$ cat config.mk
export PLATFORM = sky130hd
export DESIGN_NAME = uart_tx_cfg
export DESIGN_NICKNAME = d
export VERILOG_FILES = /design/src/rtl/uart_pkg.sv /design/src/rtl/uart_tx_cfg.sv
export SDC_FILE = /design/constraint.sdc
export NUM_CORES = 1
export LEC_CHECK = 0
export CORE_ASPECT_RATIO = 0.8
export CORE_MARGIN = 2
export CORE_UTILIZATION = 55
export CTS_BUF_LIST = sky130_fd_sc_hd__clkbuf_8
export CTS_CLUSTER_SIZE = 16
export DETAILED_ROUTE_END_ITERATION = 12
export PLACE_DENSITY = 0.87
export SYNTH_ARGS = -nofsm -noshare
export SYNTH_HDL_FRONTEND = slang
export SYNTH_SLANG_ARGS = --single-unit
$ cat constraint.sdc
create_clock -name clk -period 4.7 [get_ports clk]
set_input_delay 0.47 -clock clk [delete_from_list [all_inputs] [get_ports clk]]
set_output_delay 0.47 -clock clk [all_outputs]
set_load 0.02 [all_outputs]
$ cat src/rtl/uart_pkg.sv
// Shared UART definitions: transmitter state encoding,
// default frame geometry and the parity helper.
package uart_pkg;

    typedef enum logic [2:0] {
        IDLE,
        START,
        DATA,
        PARITY,
        STOP
    } uart_tx_state_e;

    localparam int UART_DEF_OVERSAMPLE = 16;
    localparam int UART_DEF_DATA_BITS  = 8;
    localparam int UART_MAX_DATA_BITS  = 9;

    // Narrower payloads are zero-extended, which leaves the XOR unchanged.
    function automatic logic calc_parity(
        input logic [UART_MAX_DATA_BITS-1:0] data,
        input logic                          odd
    );
        return (^data) ^ odd;
    endfunction

endpackage

$ cat src/rtl/uart_tx_cfg.sv
// Parametrised UART serializer: start, DATA_BITS LSB-first,
// optional parity, 1 or 2 stop bits, OVERSAMPLE br_ticks per bit.
module uart_tx_cfg
    import uart_pkg::*;
#(
    parameter int DATA_BITS  = UART_DEF_DATA_BITS,
    parameter int OVERSAMPLE = UART_DEF_OVERSAMPLE,
    parameter int PARITY_EN  = 0,
    parameter int PARITY_ODD = 0,
    parameter int STOP_BITS  = 1
) (
    input  logic                 clk,
    input  logic                 rst,
    input  logic                 br_tick,
    input  logic                 tx_start,
    input  logic [DATA_BITS-1:0] tx_data,
    output logic                 tx_busy,
    output logic                 tx_done,
    output logic                 tx
);

    localparam int TW = $clog2(OVERSAMPLE);
    localparam int BW = $clog2(DATA_BITS);
    localparam logic ODD = (PARITY_ODD != 0);

    if (DATA_BITS < 5 || DATA_BITS > 9 ||
        OVERSAMPLE < 4 || OVERSAMPLE > 64 ||
        (PARITY_EN != 0 && PARITY_EN != 1) ||
        (PARITY_ODD != 0 && PARITY_ODD != 1) ||
        (STOP_BITS != 1 && STOP_BITS != 2)) begin : g_bad_param
        $error("uart_tx_cfg: illegal parameter combination");
    end

    uart_tx_state_e state_q, state_d;
    logic [TW-1:0] tick_q, tick_d;
    logic [BW-1:0] bit_q, bit_d;
    logic stop_q, stop_d;
    logic [DATA_BITS-1:0] shift_q, shift_d;
    logic par_q, par_d;
    logic tx_q, tx_d;
    logic busy_q, busy_d;
    logic done_q, done_d;

    logic tick_end;
    logic [UART_MAX_DATA_BITS-1:0] data_ext;

    always_comb begin
        data_ext = '0;
        data_ext[DATA_BITS-1:0] = tx_data;
    end

    assign tick_end = br_tick && (tick_q == TW'(OVERSAMPLE - 1));

    always_comb begin
        state_d = state_q;
        tick_d  = tick_q;
        bit_d   = bit_q;
        stop_d  = stop_q;
        shift_d = shift_q;
        par_d   = par_q;
        tx_d    = tx_q;
        busy_d  = busy_q;
        done_d  = 1'b0;

        // A tick on the acceptance edge is deliberately not counted.
        if (state_q != IDLE && br_tick) begin
            tick_d = tick_end ? '0 : tick_q + TW'(1);
        end

        unique case (state_q)
            IDLE: begin
                tx_d   = 1'b1;
                busy_d = 1'b0;
                if (tx_start) begin
                    shift_d = tx_data;
                    par_d   = calc_parity(data_ext, ODD);
                    busy_d  = 1'b1;
                    state_d = START;
                    tx_d    = 1'b0;
                    tick_d  = '0;
                    bit_d   = '0;
                    stop_d  = 1'b0;
                end
            end
            START: begin
                if (tick_end) begin
                    state_d = DATA;
                    tx_d    = shift_q[0];
                end
            end
            DATA: begin
                if (tick_end) begin
                    if (bit_q == BW'(DATA_BITS - 1)) begin
                        if (PARITY_EN != 0) begin
                            state_d = PARITY;
                            tx_d    = par_q;
                        end else begin
                            state_d = STOP;
                            tx_d    = 1'b1;
                        end
                    end else begin
                        shift_d = shift_q >> 1;
                        tx_d    = shift_q[1];
                        bit_d   = bit_q + BW'(1);
                    end
                end
            end
            PARITY: begin
                if (tick_end) begin
                    state_d = STOP;
                    tx_d    = 1'b1;
                    stop_d  = 1'b0;
                end
            end
            STOP: begin
                tx_d = 1'b1;
                if (tick_end) begin
                    if (STOP_BITS == 1 || stop_q) begin
                        state_d = IDLE;
                        busy_d  = 1'b0;
                        done_d  = 1'b1;
                    end else begin
                        stop_d = 1'b1;
                    end
                end
            end
            default: begin
                state_d = IDLE;
                tx_d    = 1'b1;
                busy_d  = 1'b0;
            end
        endcase
    end

    always_ff @(posedge clk or posedge rst) begin
        if (rst) begin
            state_q <= IDLE;
            tick_q  <= '0;
            bit_q   <= '0;
            stop_q  <= 1'b0;
            shift_q <= '0;
            par_q   <= 1'b0;
            tx_q    <= 1'b1;
            busy_q  <= 1'b0;
            done_q  <= 1'b0;
        end else begin
            state_q <= state_d;
            tick_q  <= tick_d;
            bit_q   <= bit_d;
            stop_q  <= stop_d;
            shift_q <= shift_d;
            par_q   <= par_d;
            tx_q    <= tx_d;
            busy_q  <= busy_d;
            done_q  <= done_d;
        end
    end

    assign tx      = tx_q;
    assign tx_busy = busy_q;
    assign tx_done = done_q;

endmodule

Word-level counts from Yosys, hierarchy flattened. Cells that the tools add are included.

Bits in registers: 21. Bits in latches: 0. Memory bits (writable): 0. Bits in read-only memories: 0. Logic and storage cells: 63. Memories: 0.

Add/subtract/negate cells: 2. Multipliers: 0. Div/mod/pow operators: 0. $lt $le $gt $ge: 0. Equal/unequal tests: 13. Shift operators: 0. Muxes and demuxes: 30. Bitwise operators: 1. Reductions and logical operators: 10.

Operators with widths (number): 3-bit two-way mux (9); 8-bit two-way mux (3); 4-bit two-way mux (4); 8-bit one-hot mux with 2 select lines (1); 3-bit one-hot mux with 5 select lines (1); 2-bit inequality test, second input constant (7); 1-bit two-way mux (9); 3-bit by 2-bit == test with 1-bit output, second input constant (2); 3-bit == test, second input constant (2); 3-bit one-hot mux with 2 select lines (1); 6-bit AND reduction (1); 4-bit by 1-bit adder with 4-bit output, second input constant (1); 4-bit == test, second input constant (1); 1-bit one-hot mux with 4 select lines (1); 4-bit AND reduction (1); 3-bit by 1-bit adder with 3-bit output, second input constant (1); 3-bit by 1-bit == test with 1-bit output, second input constant (1); 3-bit zero test (1); 1-bit one-hot mux with 3 select lines (1); 3-bit AND reduction (1); 3-bit nonzero test (1); 3-bit OR reduction (1); 1-bit logical AND (2); 2-bit AND reduction (1); other kinds (2) (2).

Longest topological paths before layout. Gate-level depths: netlist of the first run.

Word-level depth: 6. Depth in mapped cells: 6. Gate-level depth less buffers: 5.

Least setup slack after synthesis of the first run. No wires, ideal clock.

Kind: register -> register. Start: register bit_q[0]. End: register shift_q[7]. Library setup time: 122 ps. Arrival: 1492 ps. Path slack: 3086 ps. Cell stages (with the launch flop): 7. Path buffers: 1. Cell sequence: dfrtp_1 -> ha_1 -> ha_1 -> and2b_1 -> o221ai_1 -> buf_2 -> a32o_1.

Longest elaborated chain between the ends: 3.

Ends and longest elaborated chain: from (decl) (line uart_tx_cfg.sv:36) `logic [BW-1:0] bit_q, bit_d;`; from (signal assigned) (line uart_tx_cfg.sv:149) `bit_q <= bit_d;`; 3-bit == test (line uart_tx_cfg.sv:93) `if (bit_q == BW'(DATA_BITS - 1)) begin`; 2-bit inequality test (no line); 4-bit AND reduction (no line); to (signal assigned) (line uart_tx_cfg.sv:151) `shift_q <= shift_d;`; to (decl) (line uart_tx_cfg.sv:38) `logic [DATA_BITS-1:0] shift_q, shift_d;`.

No other way between the ends. A chain may end at the register's enable or synchronous reset.

Worst setup path after layout of the first run.
Start: input port br_tick. End: register bit_q[0].

Longest elaborated chain between the ends: 3.

Ends and longest elaborated chain: from (decl) (line uart_tx_cfg.sv:14) `input logic br_tick,`; 1-bit logical AND (line uart_tx_cfg.sv:52) `assign tick_end = br_tick && (tick_q == TW'(OVERSAMPLE - 1));`; 2-bit inequality test (no line); 4-bit AND reduction (no line).

No other way between the ends.

==> metrics.cfg, run 1 <==
[worst_setup_path]
crit_family = buffers and inverters
critPathMaxStageDelay_ns = 0.55
worst-path-buf-inv = 1
critPathCaptureType = flop
worst-path-stages = 4
cp.arrival_ns = 2.40
reg2reg_depth = 3
criticalPathCategory = input port to flop
critPathMaxFanout = 12
start_kind = input port
path_cells = clkdlybuf4s50_1 > and4_1 > o221ai_1 > mux2_2
worstPathRequired_ns = 4.85
worst_path_max_delay_cell = clkdlybuf4s50_1

[timing]
fmax_mhz = 443
setup_viol = 0
skew_ns = 0.00545
hold_viol_final = 0
setup_tns_ns = 0
min_period_over_period = 0.481
tightest_slew_ns = 0.869
slew_headroom = 0.421
finalMaxSlewViolations = 0
rsz0062_at_grt = no
period_needed_ns = 2.26

[synth]
yosys_warnings = 0
synth.most_common_cell = dfrtp_1
synth_top_area_frac = 0.443
post_synth.cell_area_avg_um2 = 11.0
seq_area_frac_synth = 0.467
synth_ff_type = dfrtp_1
synthArstFlopShare = 1.00
synth_top_area_cell = dfrtp_1
synth_edf_count = 0
synth_area_leaders = dfrtp_1 (44%), a32oi_1 (5.4%), o2bb2ai_1 (5.4%)
yosys_register_bits = 21
syn_area_um2 = 1130
synthTopCellsByCount = dfrtp_1 (20), a32oi_1 (7), and2_1 (7), o2bb2ai_1 (7), nor2_1 (6)
syn_nets = 118
syn_inst = 103
synth.distinct_cells = 41

[pwr]
leakage_nw = 0.544
clkPwrFrac = 0.167
swShare = 0.377
combPwrFrac = 0.364
internal-power_w = 0.000429
seqPwrFrac = 0.469
powerDensity_nw_per_um2 = 532
switching_power_w = 0.000260
peakVddDrop_mv = 0.387

[global_route]
grt_pass1_wl_um = 3800
grt_usage = 0.223
grt_max_degree = 22
first_global_vias = 831
antenna_found_initial = 0
overflow = 0

[layout]
ff_latch_area_um2 = 527
diodes = 0
nets = 130
multi_input_comb_area_um2 = 538
fillCellCount = 145
drive_gt1_frac = 0.0877
finalNonFillerCells = 138
area_growth_pct = 14.7

[floorplan]
die_w_um = 54.6
num_rows = 14
core_um2 = 1910
io_pins = 15
start_util = 0.591
dieArea_um2 = 2430
fp.dieH_um = 44.5

[placement]
port_buffers = 14
dpl.cell_count = 134
gp_congestion = 0.808
dpl.hpwl_um = 1600

[clock_tree]
ctsResizeCount = 0
cts_made_buffers = 3
cts_buffer_depth = 2
htree_levels = 1
postCtsSetupBuffers = 0
cts_root_buf = clkbuf_8
postCtsHoldBufs = 0
path_clk_slew_ns = 0.07
clk_latency_ns = 0.26
cts_sinks = 21
cts_tree = done

[routing]
vias = 858
post-route-drc-count = 0
firstDrtPassIters = 4
viasPerCell = 6.22
wl_per_cell_um = 15.8
drt-total-wl_um = 2180
dr.first_iter.drc_count = 29
ant_nets = 0

[hold_path]
hold_depth = 1
hold_path.class = flop to flop

[run]
drv_cap = 0

[status]
status = completed

## cells by family after synthesis
group / after synthesis / share of synthesized area
AND/OR/NAND/NOR: 28 / 0.155
flip-flops: 21 / 0.467
XOR/XNOR: 1 / 0.00776
AO/OA/AOI/OAI: 35 / 0.243
multiplexers: 4 / 0.0377
adder cells (fa/ha/maj): 3 / 0.0333
buffers and inverters: 11 / 0.0565
## power groups by stage
stage                     combinational (W)  sequential, W  clock (W)
after global routing               0.000284       0.000335   0.000125
after CTS                          0.000252       0.000321   0.000116
after detailed placement           0.000251       0.000325          0
final                              0.000251       0.000323   0.000115
after floorplan                    0.000207       0.000301          0
after global placement             0.000238       0.000319          0
## worst reg2reg max path: stages, from the launching register on
cell and delay (ns):
dfrtp_1 0.50, nor2_1 0.56, o221ai_1 0.58, mux2_2 0.44
## path summary, 6_finish.rpt
path	start	end	slack, ns
worst max-delay path	br_tick	bit_q[0]$_DFFE_PP0P_	2.44
worst min-delay path	shift_q[5]$_DFFE_PP0P_	shift_q[5]$_DFFE_PP0P_	0.49
worst max register to register	state_q[2]$_DFFE_PP0P_	bit_q[0]$_DFFE_PP0P_	2.50
worst min register to register	shift_q[5]$_DFFE_PP0P_	shift_q[5]$_DFFE_PP0P_	0.49
max in group asynchronous	rst	shift_q[7]$_DFFE_PP0P_	3.55
min in group asynchronous	rst	state_q[2]$_DFFE_PP0P_	0.65
## flip-flops by register name, indices dropped and copies added (netlist names)
register and flops:
shift_q 8, tick_q 4, bit_q 3, state_q 3, tx 1, tx_busy 1
tx_done 1
## layer usage
layer	up-vias	part of all wire	GRT usage
met3	5	0.047	0.0709
met1	417	0.49	0.293
met2	18	0.45	0.352
met4	0	0.0096	0.0600
met5	-	0	0
li1	418	-	-
## cell usage in the layout (no fill, tap or decap), types with 2 or more instances in the layout
master            n
or4_1             2
a21oi_1           5
clkbuf_8          3
inv_1             5
mux2i_1           2
nor2_1            6
and2_1            7
mux2_2            2
a22o_1            2
nand2_1           3
clkdlybuf4s50_1  14
o21ai_0           3
a32oi_1           7
dfrtp_1          20
ha_1              3
o2bb2ai_1         7
## metrics by stage
| step | worst slack, ns | area, um^2 | util | hold slack [ns] | power, W |
|---|---|---|---|---|---|
| 2_1_floorplan | 3.09 | 1130 | - | 0.446 | 0.000508 |
| 3_3_place_gp | 2.26 | 1250 | 0.655 | 0.468 | 0.000558 |
| 3_5_place_dp | 2.19 | 1250 | 0.655 | 0.479 | 0.000575 |
| 4_1_cts | 2.46 | 1290 | 0.678 | 0.495 | 0.000688 |
| 5_1_grt | 2.28 | 1290 | 0.678 | 0.518 | 0.000745 |
| 6_report | 2.44 | 1290 | 0.678 | 0.491 | 0.000689 |
## final cells by class
type | count | area share
multi-input cells | 71 | 0.415
flip-flops and latches | 21 | 0.407
repair buffers | 14 | 0.108
clock buffers | 3 | 0.0319
well taps | 24 | 0.0232
inverters | 4 | 0.0116
clock inverters | 1 | 0.00290
No activity file was read; power rests on OpenSTA's default activity.
==> run 2: changes to the inputs <==
- clock period: 4.7 -> 2.26 ns (I/O delays scaled with it)
==> metrics.cfg, run 2 (synthesized netlist as in run 1, its figures left out) <==
[clock_tree]
path_clk_slew_ns = 0.07  ; about the same
postCtsHoldBufs = 0  ; unchanged
cts_root_buf = clkbuf_8
clk_latency_ns = 0.26  ; about the same
cts_sinks = 21  ; unchanged
ctsResizeCount = 0  ; unchanged
cts_buffer_depth = 2  ; unchanged
cts_tree = done
cts_made_buffers = 3  ; unchanged
htree_levels = 1  ; unchanged
postCtsSetupBuffers = 0  ; unchanged

[layout]
layout_common_cells = dfrtp_1 (20), clkdlybuf4s50_1 (14), and2_1 (7), a32oi_1 (7), o2bb2ai_1 (7)
fillCellCount = 152  ; +4.8%
ff_latch_area_um2 = 527  ; unchanged
area_growth_pct = 16.9
diodes = 0  ; unchanged
reg_top3 = shift_q x8, tick_q x4
drive_gt1_frac = 0.120  ; +0.0319
top_register = shift_q
nets = 133  ; +2.3%
final_common_cell = dfrtp_1
largest_register_ffs = 8  ; unchanged
multi_input_comb_area_um2 = 538  ; unchanged

[pwr]
leakage_nw = 0.557  ; +2.5%
combPwrFrac = 0.384  ; +0.020
switching_power_w = 0.000559  ; +120%
seqPwrFrac = 0.455  ; -0.014
peakVddDrop_mv = 0.865  ; +120%
powerDensity_nw_per_um2 = 1120  ; +110%
swShare = 0.380  ; +0.00253
internal-power_w = 0.000913  ; +110%
clkPwrFrac = 0.161  ; -0.006

[global_route]
first_global_vias = 917  ; +10%
grt_usage = 0.246  ; +0.0237
antenna_found_initial = 0  ; unchanged
overflow = 0  ; unchanged
grt_pass1_wl_um = 4240  ; +12%
grt_max_degree = 22  ; unchanged

[worst_setup_path]
cp.arrival_ns = 1.96  ; -0.44 ns
critPathMaxFanout = 8  ; -4
reg2reg_depth = 6  ; +3
rrSetupSlack_ns = 0.44  ; -2.06 ns
start_kind = flop
criticalPathCategory = flop to flop
critPathCaptureType = flop
worstPathRequired_ns = 2.40  ; -2.45 ns
r2r-start = bit_q[0]$_DFFE_PP0P_
r2r-end = shift_q[7]$_DFFE_PP0P_
setup.worst_path.start = bit_q[0]$_DFFE_PP0P_

[timing]
finalMaxSlewViolations = 0  ; unchanged
setup_viol = 0  ; unchanged
hold_viol_final = 0  ; unchanged
min_period_over_period = 0.804
rsz0062_at_grt = no
skew_ns = 0.00709  ; +0.00164 ns
setup_ws_ns = 0.443  ; -2.00 ns
period_needed_ns = 1.82
setup_tns_ns = 0  ; unchanged
fmax_mhz = 550
slew_headroom = 0.487  ; +0.0659
tightest_slew_ns = 0.769  ; -0.0996 ns

[floorplan]
start_util = 0.591  ; unchanged
dieArea_um2 = 2430  ; unchanged
die_w_um = 54.6  ; unchanged
io_pins = 15  ; unchanged
fp.dieH_um = 44.5  ; unchanged
core_um2 = 1910  ; unchanged
num_rows = 14  ; unchanged

[placement]
pre_cts_ws_ns = 0.473  ; -1.71 ns
dpl.hpwl_um = 1730  ; +8.3%
port_buffers = 14  ; unchanged
gp_congestion = 0.810  ; +0.20%

[routing]
viasPerCell = 6.37  ; +2.4%
firstDrtPassIters = 4  ; unchanged
wl_per_cell_um = 17.3  ; +9.6%
drt-total-wl_um = 2440  ; +12%
post-route-drc-count = 0  ; unchanged
vias = 898  ; +4.7%
ant_nets = 0  ; unchanged
dr.first_iter.drc_count = 17  ; -41%

[hold_path]
hold_path.class = input port to asynchronous set/reset pin

[status]
status = completed

[run]
drv_cap = 0  ; unchanged

[run 2: cell count changes in the layout (fill, tap and decap cells not counted)]
cell,previous run,this run
buf_4,0,3
inv_1,5,4
clkinv_2,0,1
[run 2: power by group through the flow]
| stage | logic [W] | registers [W] | clock network [W] |
|---|---|---|---|
| 2_1_floorplan | 0.000431 | 0.000626 | 0 |
| 3_5_place_dp | 0.000555 | 0.000673 | 0 |
| 3_3_place_gp | 0.000524 | 0.000665 | 0 |
| 6_report | 0.000565 | 0.000670 | 0.000237 |
| 4_1_cts | 0.000564 | 0.000666 | 0.000243 |
| 5_1_grt | 0.000634 | 0.000693 | 0.000268 |
[run 2: worst max path at each step]
stage	end	slack [ns]	depth (start not counted)
finish	shift_q[7]$_DFFE_PP0P_	0.44	6
global route	shift_q[7]$_DFFE_PP0P_	0.36	6
CTS	shift_q[7]$_DFFE_PP0P_	0.45	6
detailed placement	shift_q[7]$_DFFE_PP0P_	0.47	6
global placement	shift_q[7]$_DFFE_PP0P_	0.55	6
floorplan	shift_q[7]$_DFFE_PP0P_	0.65	6
[run 2: area by class of cell]
cell class / count / area share
multi-input combinational: 71 / 0.408
sequential: 21 / 0.399
tap: 24 / 0.0228
clock buffer: 3 / 0.0313
timing repair buffer: 17 / 0.123
clock inverter: 1 / 0.00380
inverter: 4 / 0.0114
[run 2: worst max-delay path, cell delays in order, from the launching register on]
cell      delay (ns)
dfrtp_1         0.39
ha_1            0.21
ha_1            0.23
and2b_1         0.25
o221ai_1        0.21
buf_4           0.22
a32o_1          0.20
[run 2: metal layers]
| metal | share of wire | track usage |
|---|---|---|
| met4 | 0.0074 | 0.0500 |
| met5 | 0 | 0 |
| met2 | 0.50 | 0.395 |
| met3 | 0.048 | 0.0845 |
| met1 | 0.44 | 0.322 |
[run 2: per-stage QoR]
stage	hold WS, ns	util	instance area, um^2	power, W	instances
finish	0.401	0.691	1320	0.00147	141
global route	0.476	0.691	1320	0.00159	141
CTS	0.426	0.691	1320	0.00147	141
detailed placement	0.470	0.666	1270	0.00123	137
global placement	0.467	0.666	1270	0.00119	137
floorplan	0.202	-	1130	0.00106	103
